==> config.mk <==
export PLATFORM = sky130hd
export DESIGN_NAME = seq_shift_unit
export DESIGN_NICKNAME = d
export VERILOG_FILES = /design/src/rtl/seq_shift_unit.sv
export SDC_FILE = /design/constraint.sdc
export NUM_CORES = 1
export LEC_CHECK = 0
export ABC_AREA = 1
export CORE_AREA = 4 4 123 213
export DETAILED_ROUTE_END_ITERATION = 12
export DIE_AREA = 0 0 127 217
export GPL_ROUTABILITY_DRIVEN = 0
export HOLD_SLACK_MARGIN = 0.08
export SETUP_SLACK_MARGIN = 0.4
export SLEW_MARGIN = 20
export SYNTH_ARGS = -nofsm -noshare
export SYNTH_HDL_FRONTEND = slang
export SYNTH_SLANG_ARGS = --single-unit
==> constraint.sdc <==
create_clock -name clock -period 2.6 [get_ports clock]
set_input_delay 0.26 -clock clock [delete_from_list [all_inputs] [get_ports clock]]
set_output_delay 0.26 -clock clock [all_outputs]
set_load 0.05 [all_outputs]
==> src/rtl/seq_shift_unit.sv <==
// ---------------------------------------------------------------------------
// seq_shift_unit
//
// Multi-cycle shifter for the execute stage. A shift is split into
// SHAMT_WIDTH barrel stages, one per clock, with the largest distance first
// (16, 8, 4, 2, 1 for the default widths). Each clock, one stage either
// shifts the working register by its distance or leaves it unchanged. It
// shifts only when the matching bit of the latched shift amount is set.
//
// The datapath uses the same handshake as the multdiv unit. It gives a
// one-cycle start pulse with the operands. The unit then drives a one-cycle
// ready strobe when the registered result is new.
//
// Ports:
//   clock          rising-edge clock
//   reset          asynchronous, active-low reset (0 = reset asserted)
//   ctrl_start     one-cycle request; operands are sampled on this edge
//   data_operandA  value to shift
//   ctrl_shiftamt  unsigned shift amount
//   ctrl_shiftop   00 SLL, 01 SRA, 10 SRL, 11 pass-through
//   data_result    shifted value, held until the next op completes
//   data_resultRDY high for exactly one cycle when data_result is new
//   data_busy      high while a shift is in progress
// ---------------------------------------------------------------------------
module seq_shift_unit #(
  parameter int DATA_WIDTH  = 32,
  parameter int SHAMT_WIDTH = 5
) (
  input  logic                   clock,
  input  logic                   reset,
  input  logic                   ctrl_start,
  input  logic [DATA_WIDTH-1:0]  data_operandA,
  input  logic [SHAMT_WIDTH-1:0] ctrl_shiftamt,
  input  logic [1:0]             ctrl_shiftop,
  output logic [DATA_WIDTH-1:0]  data_result,
  output logic                   data_resultRDY,
  output logic                   data_busy
);

  // Stage counter width: enough bits to count 0..SHAMT_WIDTH-1.
  localparam int CW = (SHAMT_WIDTH > 1) ? $clog2(SHAMT_WIDTH) : 1;
  localparam logic [CW-1:0] LAST_STAGE = CW'(SHAMT_WIDTH - 1);

  localparam logic [1:0] OP_SLL = 2'b00;
  localparam logic [1:0] OP_SRA = 2'b01;
  localparam logic [1:0] OP_SRL = 2'b10;

  typedef enum logic [1:0] {
    IDLE  = 2'b00,
    SHIFT = 2'b01,
    DONE  = 2'b10
  } state_t;

  state_t                 r_state;
  state_t                 w_nextState;

  logic [DATA_WIDTH-1:0]  r_work;
  logic [SHAMT_WIDTH-1:0] r_amt;
  logic [1:0]             r_op;
  logic                   r_sign;
  logic [CW-1:0]          r_count;
  logic [DATA_WIDTH-1:0]  r_result;

  logic                   w_accept;
  logic                   w_step;
  logic                   w_last;
  logic [CW-1:0]          w_bitIdx;
  logic                   w_amtBit;
  logic [SHAMT_WIDTH-1:0] w_dist;
  logic [DATA_WIDTH-1:0]  w_fillMask;
  logic [DATA_WIDTH-1:0]  w_stageOut;

  // Stage k uses amount bit (SHAMT_WIDTH-1-k). Its distance is 2**(that bit
  // index), so the largest distance is applied first.
  assign w_bitIdx   = LAST_STAGE - r_count;
  assign w_amtBit   = r_amt[w_bitIdx];
  assign w_dist     = {{(SHAMT_WIDTH-1){1'b0}}, 1'b1} << w_bitIdx;
  // Ones in the top w_dist positions. For SRA these bits are filled with
  // the operand's original sign bit, which r_sign keeps for all stages.
  assign w_fillMask = ~({DATA_WIDTH{1'b1}} >> w_dist);

  // One barrel stage. It is the same single-stage structure used by the
  // combinational shifter, and it runs once per clock here.
  always_comb begin
    w_stageOut = r_work;
    if (w_amtBit) begin
      case (r_op)
        OP_SLL:  w_stageOut = r_work << w_dist;
        OP_SRL:  w_stageOut = r_work >> w_dist;
        OP_SRA:  w_stageOut = (r_work >> w_dist) | (r_sign ? w_fillMask : '0);
        default: w_stageOut = r_work;
      endcase
    end
  end

  // State register.
  always_ff @(posedge clock or negedge reset) begin
    if (!reset) begin
      r_state <= IDLE;
    end else begin
      r_state <= w_nextState;
    end
  end

  // Next-state logic. The unit accepts a start in IDLE and also in DONE, so
  // ops can run back to back. A start during SHIFT is ignored.
  always_comb begin
    w_nextState = r_state;
    w_accept    = 1'b0;
    w_step      = 1'b0;
    w_last      = 1'b0;
    case (r_state)
      IDLE: begin
        if (ctrl_start) begin
          w_accept    = 1'b1;
          w_nextState = SHIFT;
        end
      end
      SHIFT: begin
        w_step = 1'b1;
        if (r_count == LAST_STAGE) begin
          w_last      = 1'b1;
          w_nextState = DONE;
        end
      end
      DONE: begin
        if (ctrl_start) begin
          w_accept    = 1'b1;
          w_nextState = SHIFT;
        end else begin
          w_nextState = IDLE;
        end
      end
      default: w_nextState = IDLE;
    endcase
  end

  // Datapath registers. The operands are captured only on the accepting
  // edge. Later input changes do not reach the op in flight. The result
  // register is loaded only on the edge that applies the final stage.
  always_ff @(posedge clock or negedge reset) begin
    if (!reset) begin
      r_work   <= '0;
      r_amt    <= '0;
      r_op     <= '0;
      r_sign   <= 1'b0;
      r_count  <= '0;
      r_result <= '0;
    end else begin
      if (w_accept) begin
        r_work  <= data_operandA;
        r_amt   <= ctrl_shiftamt;
        r_op    <= ctrl_shiftop;
        r_sign  <= data_operandA[DATA_WIDTH-1];
        r_count <= '0;
      end else if (w_step) begin
        r_work  <= w_stageOut;
        r_count <= r_count + CW'(1);
      end
      if (w_last) begin
        r_result <= w_stageOut;
      end
    end
  end

  assign data_result    = r_result;
  assign data_resultRDY = (r_state == DONE);
  assign data_busy      = (r_state == SHIFT);

endmodule

# Yosys cells after proc, flatten, opt, wreduce, memory -nomap -nowiden
# Cells that the tools add are included.
# op_classes
n_addsub	2
n_lt_le_gt_ge	1
n_eq_ne	7
n_shift	4
n_mux	18
bitwise	2
n_reduce_logical	5
# op_table
op	count
32-bit 2-to-1 mux	4
32-bit one-hot mux with 3 select lines	1
32-bit inverter	1
32-bit bitwise OR	1
32-bit by 5-bit left shift with 32-bit output	1
32-bit by 5-bit >> shifter with 32-bit output	1
32-bit by 5-bit >> shifter with 32-bit output, first input constant	1
1-bit 2-to-1 mux	7
3-bit 2-to-1 mux	2
2-bit one-hot mux with 3 select lines	1
1-bit by 3-bit left shift with 5-bit output, first input constant	1
2-bit by 1-bit equality test with 1-bit output, second input constant	2
2-bit equality test, second input constant	2
2-bit zero test	2
3-bit by 4-bit less-than comparator with 1-bit output, second input constant	1
2-bit 2-to-1 mux	2
3-bit by 1-bit adder with 3-bit output, second input constant	1
1-bit binary-select mux with 3-bit select	1
3-bit equality test, second input constant	1
3-bit subtractor, first input constant	1
2-bit by 1-bit inequality test with 1-bit output, second input constant	1
2-bit inequality test, second input constant	1
2-bit AND reduction	1
2-bit nonzero test	1
2-bit OR reduction	1
# totals
reg_bits	77
output_inout_bits	34
word_cells	46

# Depth between registers and ports, before layout
# logic_depth
depth_word	10
depth_mapped	19

# Worst setup path after synthesis
# OpenSTA, ideal clock, no wires.
# synth_path
path_kind	register to register
startpoint	register r_count[0]
endpoint	register r_work[28]
setup_ps	118
arrival_ps	2257
t_required_ps	2482
path_slack_ps	225
path_stages_with_launch	14
path_buffers	3
period_less_slack_ps	2375
path_cell_list	dfrtp_1 inv_1 ha_1 ha_1 inv_2 nand2_1 buf_4 buf_4 buf_4 a31o_2 a21oi_1 nand2_1 nand3_1 nand2_1
# synth_between
elab_chain_cells	10
elab_cells_between_ends	14
cone_classes	1 x add/sub; 4 x shift; 7 x mux; 2 x bitwise
# synth_rtl
element	line_no	text
from (decl)	61	logic [CW-1:0] r_count;
from (signal assigned)	158	r_count <= r_count + CW'(1);
3-bit subtractor *	75	assign w_bitIdx = LAST_STAGE - r_count;
1-bit by 3-bit left shift with 5-bit output	77	assign w_dist = {{(SHAMT_WIDTH-1){1'b0}}, 1'b1} << w_bitIdx;
32-bit by 5-bit >> shifter with 32-bit output	80	assign w_fillMask = ~({DATA_WIDTH{1'b1}} >> w_dist);
32-bit inverter	80	
32-bit 2-to-1 mux	90	OP_SRA: w_stageOut = (r_work >> w_dist) | (r_sign ? w_fillMask : '0);
32-bit bitwise OR	90	
32-bit one-hot mux with 3 select lines	87	case (r_op)
32-bit 2-to-1 mux *	86	if (w_amtBit) begin
32-bit 2-to-1 mux *	156	end else if (w_step) begin
32-bit 2-to-1 mux *	150	if (w_accept) begin
to (signal assigned)	151	r_work <= data_operandA;
to (signal assigned)	157	r_work <= w_stageOut;
to (decl)	57	logic [DATA_WIDTH-1:0] r_work;
# Mark *: on every way between the ends. The rest lies on a longest branch, timed or not. The select of a mux whose other input is x is not followed.
# A chain may end at the register's enable or synchronous reset.

# Worst setup path in the final report
# layout_path
startpoint	register r_count[0]
endpoint	register r_work[12]
# The elaborated chain is that of the path after synthesis.

==> flow_metrics.tcl <==
set metrics [dict create \
    grt_pass1_wl_um 50200 \
    ys_seq_area_share_pct 27.5 \
    cp_max_fo 6 \
    r2r_slack_ps 70 \
    period_needed_ps 2530 \
    reg2reg_to "r_work[12]$_DFFE_PN0P_" \
    grt_remaining_overflow 0 \
    dpl.hpwl_um 24100 \
    critPathKind "reg -> reg" \
    grt_max_degree 56 \
    grt_pass1_vias 9224 \
    critPathArrivalTime_ps 2820 \
    relSlewSlack_pct 64.2 \
    drt_pre_antenna_iters 6 \
    cts_buffer_depth 2 \
    post_drt_wl_per_cell_um 19.7 \
    netlist_area_um2 7010 \
    fin_cells 1680 \
    clock-sinks 77 \
    die_width_um 127 \
    reg2reg_from "r_count[0]$_DFFE_PN0P_" \
    core-area_um2 24500 \
    start_util_pct 28.6 \
    num_vias 9366 \
    die_y_um 217 \
    avgSynthCellArea_um2 5.73 \
    finalSetupViolCount 0 \
    drive_gt1_share_pct 27.9 \
    period_share_pct 97.5 \
    synth_cells 1222 \
    endpoint_kind "flip-flop" \
    rows 76 \
    hold_violations 0 \
    reg2regPathDepth 17 \
    layout_common_cells "402 x nand2_1, 226 x nand3_1, 92 x buf_4" \
    nets 1411 \
    place_inst 1646 \
    ant_nets 0 \
    die_area_um2 27600 \
    wirelength_um 33000 \
    dpl-instance-area_um2 8790 \
    finalWorstSetupSlack_ps 65.5 \
    drcViolationCount 0 \
    antenna_found_initial 0 \
    io_pins 76 \
    path_clk_slew_ps 70 \
    diodes 0 \
    viasPerCell 5.58 \
    area_growth_pct 51.6 \
    worstMarginPinSlew_ps 536 \
    ys_types 31 \
    grt_use_total_pct 23.4 \
    drv_cap 0 \
    min_path_type "in -> async" \
    dpl_worst_slack_ps -31.3 \
    drt_iter0_drc 909 \
    worstPathRequired_ps 2880 \
    max_freq_mhz 395 \
    final_common_cell "nand2_1" \
    syn-num-nets 1270 \
    fill_cells 2556 \
    slew_viol_final 0 \
    numCtsBuffers 9 \
    yosysWarnings 0 \
    final_cell_area_um2 10600 \
    io_buffers 75 \
    cts-htree-levels 3 \
    cts_root_buf "clkbuf_16" \
    cts_tree "built" \
    skew_ps 12.0 \
    cp-start-kind "flip-flop" \
    worstSkewPairLatency_ps 360 \
    synth_seq_cells 77 \
    rsz0062_at_grt "true" \
    final_core_util_pct 43.3 \
    status "completed" \
]
[worst max-delay path by stage]
stage	to	slack, ps	startpoint
final	r_work[12]$_DFFE_PN0P_	70	r_count[0]$_DFFE_PN0P_
after floorplan	r_work[28]$_DFFE_PN0P_	410	r_count[0]$_DFFE_PN0P_
after global placement	r_work[4]$_DFFE_PN0P_	-30	r_count[0]$_DFFE_PN0P_
after detailed placement	data_result[19]$_DFFE_PN0P_	-30	r_count[0]$_DFFE_PN0P_
after global routing	data_result[21]$_DFFE_PN0P_	-60	r_count[0]$_DFFE_PN0P_
after CTS	data_result[21]$_DFFE_PN0P_	130	r_count[0]$_DFFE_PN0P_
[layer usage]
layer / share of wire [%] / up-vias / global-route usage, %
li1: - / 4313 / -
met1: 35 / 4326 / 26.6
met2: 48 / 531 / 38.6
met3: 6.6 / 196 / 3.29
met4: 9.6 / 0 / 18.6
met5: 0 / - / 0
[Yosys cell counts, drive strengths merged]
library cell / count / area, um2
nand2: 498 / 1880
nand3: 316 / 1580
inv: 92 / 345
dfrtp: 77 / 1930
o21ai: 69 / 353
buf: 39 / 214
nor2: 33 / 148
a21oi: 31 / 155
clkbuf: 28 / 105
nand4: 12 / 75.1
ha: 6 / 75.1
o211ai: 6 / 45.0
o22ai: 5 / 31.3
a31oi: 2 / 12.5
and2: 2 / 12.5
a31o: 1 / 8.76
and3: 1 / 6.26
nand3b: 1 / 7.51
nor3: 1 / 5.00
o31ai: 1 / 7.51
or2: 1 / 6.26
[repair_timing]
item                                   CTS  global route
setup endpoints to repair               64            64
endpoints found under the hold margin   22             0
hold buffers                             1             0
setup buffers                            6             6
pin swaps                               36            41
gates resized for setup                196           117
cloned                                   3             2
[cell families after synthesis]
| kind of cell | after synthesis | synth area share (%) |
|---|---|---|
| DFF | 77 | 27.5 |
| adders and majority gates | 6 | 1.07 |
| buffers and inverters | 159 | 9.48 |
| and+or+nand+nor | 865 | 53.2 |
| AOI/OAI and AO/OA | 115 | 8.75 |
[metrics by stage]
step                      TNS (ps)  hold WS, ps
after detailed placement     -50.5          184
after global routing          -146          377
after floorplan                  0        -35.6
final                            0          347
after CTS                        0          348
after global placement       -82.7          181
[state kept, by name (all words and copies together) (netlist names)]
| signal | count |
|---|---|
| r_op | 2 |
| data_result | 32 |
| r_sign | 1 |
| r_state | 2 |
| r_work | 32 |
| r_count | 3 |
| r_amt | 5 |
[area by class of cell]
class,instances,area (um2),area share [%]
Multi-Input combinational cell,986,5620,52.9
Timing Repair Buffer,197,1970,18.5
Sequential cell,77,1930,18.1
Tap cell,312,390,3.68
Inverter,92,365,3.44
Clock buffer,9,225,2.12
Clock inverter,7,123,1.15
[worst max-delay path: stages (launching register included)]
cell     delay (ps)
dfrtp_1         390
inv_2            90
ha_4            150
ha_4            210
buf_6           120
nor2_4          190
buf_6           170
buf_16          170
nand2_4          60
nand3_1         110
nand2_1          80
nand2_2          90
nand3_2         100
o21ai_4         110
a21oi_1          90
nand2_1         150
nand3_1          90
nand3_1          80
Power is not shown: default switching activity piles up to over one toggle a cycle in this logic, so the estimate is an artifact.
